<file path="src/rtl/expr_eval.sv">
// expr_eval: evaluates single-digit ASCII expressions of the form D(opD)*=
// where op is '+' or '*'. Multiplication binds tighter than addition.
// On '=' it emits the result, a malformed flag and a one-cycle done pulse.
// All arithmetic wraps modulo 2^WIDTH.
module expr_eval #(
    parameter int WIDTH = 16
) (
    input  logic             clk,
    input  logic             clr,
    input  logic             in_valid,
    input  logic [7:0]       in,
    output logic [WIDTH-1:0] result,
    output logic             done,
    output logic             err
);

    typedef enum logic [1:0] {
        EXP_DIGIT = 2'd0,
        EXP_OP    = 2'd1,
        BAD       = 2'd2
    } state_t;

    state_t           state, state_nxt;
    logic [WIDTH-1:0] acc, acc_nxt;
    logic [WIDTH-1:0] term, term_nxt;
    logic [WIDTH-1:0] result_nxt;
    logic             done_nxt, err_nxt;

    logic             is_digit, is_plus, is_mul, is_eq;
    logic [WIDTH-1:0] digit_val;

    // For '0'..'9' the low nibble of the ASCII code is exactly the digit value.
    assign is_digit  = (in >= 8'h30) && (in <= 8'h39);
    assign is_plus   = (in == 8'h2B);
    assign is_mul    = (in == 8'h2A);
    assign is_eq     = (in == 8'h3D);
    assign digit_val = WIDTH'(in[3:0]);

    // Next-state, accumulator and output decode; everything holds unless a character is consumed.
    always_comb begin
        state_nxt  = state;
        acc_nxt    = acc;
        term_nxt   = term;
        result_nxt = result;
        err_nxt    = err;
        done_nxt   = 1'b0;

        if (in_valid) begin
            case (state)
                EXP_DIGIT: begin
                    if (is_digit) begin
                        term_nxt  = term * digit_val;
                        state_nxt = EXP_OP;
                    end else if (is_eq) begin
                        result_nxt = '0;
                        err_nxt    = 1'b1;
                        done_nxt   = 1'b1;
                        acc_nxt    = '0;
                        term_nxt   = WIDTH'(1);
                        state_nxt  = EXP_DIGIT;
                    end else begin
                        state_nxt = BAD;
                    end
                end
                EXP_OP: begin
                    if (is_mul) begin
                        state_nxt = EXP_DIGIT;
                    end else if (is_plus) begin
                        acc_nxt   = acc + term;
                        term_nxt  = WIDTH'(1);
                        state_nxt = EXP_DIGIT;
                    end else if (is_eq) begin
                        result_nxt = acc + term;
                        err_nxt    = 1'b0;
                        done_nxt   = 1'b1;
                        acc_nxt    = '0;
                        term_nxt   = WIDTH'(1);
                        state_nxt  = EXP_DIGIT;
                    end else begin
                        state_nxt = BAD;
                    end
                end
                BAD: begin
                    if (is_eq) begin
                        result_nxt = '0;
                        err_nxt    = 1'b1;
                        done_nxt   = 1'b1;
                        acc_nxt    = '0;
                        term_nxt   = WIDTH'(1);
                        state_nxt  = EXP_DIGIT;
                    end
                end
                default: begin
                    acc_nxt   = '0;
                    term_nxt  = WIDTH'(1);
                    state_nxt = EXP_DIGIT;
                end
            endcase
        end
    end

    // State, accumulators and registered outputs; clr discards any partial expression.
    always_ff @(posedge clk or posedge clr) begin
        if (clr) begin
            state  <= EXP_DIGIT;
            acc    <= '0;
            term   <= WIDTH'(1);
            result <= '0;
            done   <= 1'b0;
            err    <= 1'b0;
        end else begin
            state  <= state_nxt;
            acc    <= acc_nxt;
            term   <= term_nxt;
            result <= result_nxt;
            done   <= done_nxt;
            err    <= err_nxt;
        end
    end

endmodule

</file>
<file path="config.mk">
export PLATFORM = sky130hd
export DESIGN_NAME = expr_eval
export DESIGN_NICKNAME = d
export VERILOG_FILES = /design/src/rtl/expr_eval.sv
export SDC_FILE = /design/constraint.sdc
export NUM_CORES = 1
export LEC_CHECK = 0
export BUFFER_PORTS_ARGS = -buffer_cell sky130_fd_sc_hd__buf_2
export CAP_MARGIN = 0
export CORE_MARGIN = 4
export CORE_UTILIZATION = 40
export DETAILED_ROUTE_END_ITERATION = 12
export GPL_ROUTABILITY_DRIVEN = 0
export PLACE_DENSITY = 0.57
export SYNTH_ARGS = -nofsm -noshare
export SYNTH_HDL_FRONTEND = slang
export SYNTH_SLANG_ARGS = --single-unit
export TNS_END_PERCENT = 100
</file>
<file path="constraint.sdc">
create_clock -name clk -period 4.45 [get_ports clk]
set_clock_uncertainty 0.05 [all_clocks]
set_input_delay 0.6675 -clock clk [delete_from_list [all_inputs] [get_ports clk]]
set_output_delay 0.6675 -clock clk [all_outputs]
set_load 0.01 [all_outputs]
</file>
==> summary.md <==
| Metric | Value |
|---|---|
| Status | completed |
| Final ANT Viol Nets | 0 |
| Io pins | 29 |
| CTS resizes | 0 |
| Starting Density | 0.410 |
| Max-cap violation count | 0 |
| Core Area | 0.0108 sq mm |
| Non-Filler Instances | 658 |
| DRT Pass-1 Iters | 4 |
| Main synth FF type | dfrtp_1 |
| Final design utilization | 0.441 |
| Rows | 38 |
| Class of the worst hold path | reg2reg |
| Post-synth EDFFs | 0 |
| CTS tree | built |
| HPWL after DPL | 7.93 mm |
| Antenna diodes | 0 |
| Total GRT Usage | 0.169 |
| FMAX | 260 MHz |
| Synth top area share | 0.287 |
| First-pass GRT wire length | 17.8 mm |
| CTS root buf | clkbuf_8 |
| Area grow syn2layout | 7.45% |
| Worst-Margin Slew | 0.932 ns |
| Max Slew Vio Count | 0 |
| Slew HR | 0.363 |
| Post-DP Area | 0.00469 sq mm |
| Clock Tree Buf Depth | 2 |
| Seq cells post-synth | 52 |
| DR WL/cell | 15.8 microns |
| Chip height | 113 microns |
| Worst setup margin | 0.609 ns |
| Count of input and output buffers | 28 |
| Share of cells above drive strength 1 | 0.102 |
| Total Wirelength | 10.4 mm |
| DRC errors left | 0 |
| Yosys top cell by area | dfrtp_1 |
| Via density | 5.35 |
| Crit path kind | in2reg |
| Final setup TNS | 0 ns |
| Fin nets | 585 |
| Final setup vio count | 0 |
| Post-synthesis cell count | 497 |
| Syn Area/Cell | 8.95 sq um |
| Endpoints failing hold | 0 |
| Clk_lat worst skew | 0.32 ns |
| Min Tclk post-route | 3.84 ns |
| DRT iter0 DRCs | 294 |
| Largest net degree at the start of global routing | 53 |
| Critical-path maximum fanout | 16 |
| Unrepaired setup endpoints after global routing | no |
| Initial antenna violation count | 0 |
| Final instance area | 0.00478 sq mm |
| Congestion Overflow GR | 0 |
| Worst EP required | 4.61 ns |
| Placed Instances | 650 |
| Post-Syn Area | 0.00445 sq mm |
| Worst VDD drop | 0.000122 V |
| Leak | 2.37 nW |
| Worst Setup End Kind | flip-flop |
| Power per cell area | 170 mW/mm^2 |
| Top cells by area, synth | dfrtp_1 (29%), fa_1 (12%), ha_1 (8.7%) |
| Hold_buf cts | 0 |
| Via count | 3,521 |
| Register area share after synthesis | 0.293 |
| Yosys warns | 0 |
| Vias in the first global route | 3,572 |
| Final period util | 0.863 |
| Critical path arrival | 4.00 ns |
| DIE AREA | 0.0129 sq mm |
| CP startpoint kind | primary input |
| Max H-tree Level | 2 |
| Clk slew on worst S/H paths | 0.11 ns |
| Die width | 113 microns |
| Clock sinks | 52 |
| Asr flop ratio synth | 1.00 |
| Place WS | 0.320 ns |
| Post-CTS Setup Bufs | 0 |
| Reg2reg setup slack | 0.66 ns |
| Synth cell types | 55 |
| Synth Net Count | 565 |
| TritonCTS Buffers | 5 |
through the flow:
stage | total power [mW] | hold WS, ns
floorplan | 0.510 | 0.406
global placement | 0.527 | 0.411
detailed placement | 0.528 | 0.416
CTS | 0.832 | 0.443
global route | 0.848 | 0.458
finish | 0.813 | 0.437
cells by family (layout without fill, tap and decap cells):
kind of cell	count (synthesis)	after routing	synth area share
fa+ha+maj	57	57	0.204
mux	1	1	0.00253
buf+inv	68	89	0.0638
compound gates	134	134	0.203
flops	52	52	0.293
simple gates	158	158	0.180
xor+xnor	27	27	0.0531
Yosys cell counts, types with 5 or more instances:
| cell type | count |
|---|---|
| o211ai_1 | 6 |
| a31oi_1 | 5 |
| a21oi_1 | 22 |
| inv_1 | 50 |
| buf_2 | 5 |
| o31ai_1 | 7 |
| xnor2_1 | 16 |
| o21a_1 | 6 |
| a22o_1 | 14 |
| and2_1 | 37 |
| nand2b_1 | 8 |
| fa_1 | 26 |
| a21o_1 | 5 |
| o21ai_0 | 33 |
| clkbuf_1 | 9 |
| ha_1 | 31 |
| dfrtp_1 | 51 |
| nand2_1 | 70 |
| nor2_1 | 17 |
| a211oi_1 | 7 |
| xor2_1 | 11 |
| o21ai_1 | 7 |
placed cells by master, fill, tap and decap left out, drive strengths merged, types with 14 or more instances in the layout:
cell type and count:
ha 31, xnor2 16, nand2 70, buf 31
inv 51, fa 26, o21ai 40, dfrtp 51
nor2 18, and2 37, a22o 14, a21oi 23
registers in the layout, indices dropped and copies added (netlist names):
signal,flops
term,16
err,1
done,1
result,16
acc,16
state,2
report_power, final:
group	switching, mW	internal [mW]
Combinational	0.0297	0.0114
Sequential	0.00178	0.475
Clock	0.183	0.112
worst paths after layout:
path	from	to	depth (start not counted)
setup / recovery	in[3]	term[14]	12
hold / removal	result[13]	result[13]	2
setup reg to reg	term[0]	term[14]	11
hold reg to reg	result[13]	result[13]	2
max in group asynchronous	clr	term[13]	3
min in group asynchronous	clr	done	3
metal layers:
metal / part of all wire / vias to the layer above / global-route usage
met5: 0 / - / 0
met4: 0.012 / 0 / 0.0409
met3: 0.025 / 10 / 0.0212
met2: 0.49 / 44 / 0.291
met1: 0.47 / 1726 / 0.228
li1: - / 1741 / -
critical path, stage by stage:
cell,delay [ns]
buf_2,0.24
nand2_1,0.12
fa_1,0.51
fa_1,0.55
inv_1,0.07
fa_1,0.45
a21oi_1,0.18
o21ai_1,0.14
o31ai_1,0.54
o21bai_1,0.17
xor2_1,0.16
a22o_1,0.20
area by class of cell:
class                      count  area [sq um]
clock buffer                   5          68.8
clock inverter                 3          21.3
fill                        1091          6060
inverter                      50           188
multi-input combinational    377          2860
sequential                    52          1300
tap                          140           175
timing repair buffer          31           163
Note: power is estimated with default switching activity, not from simulation.
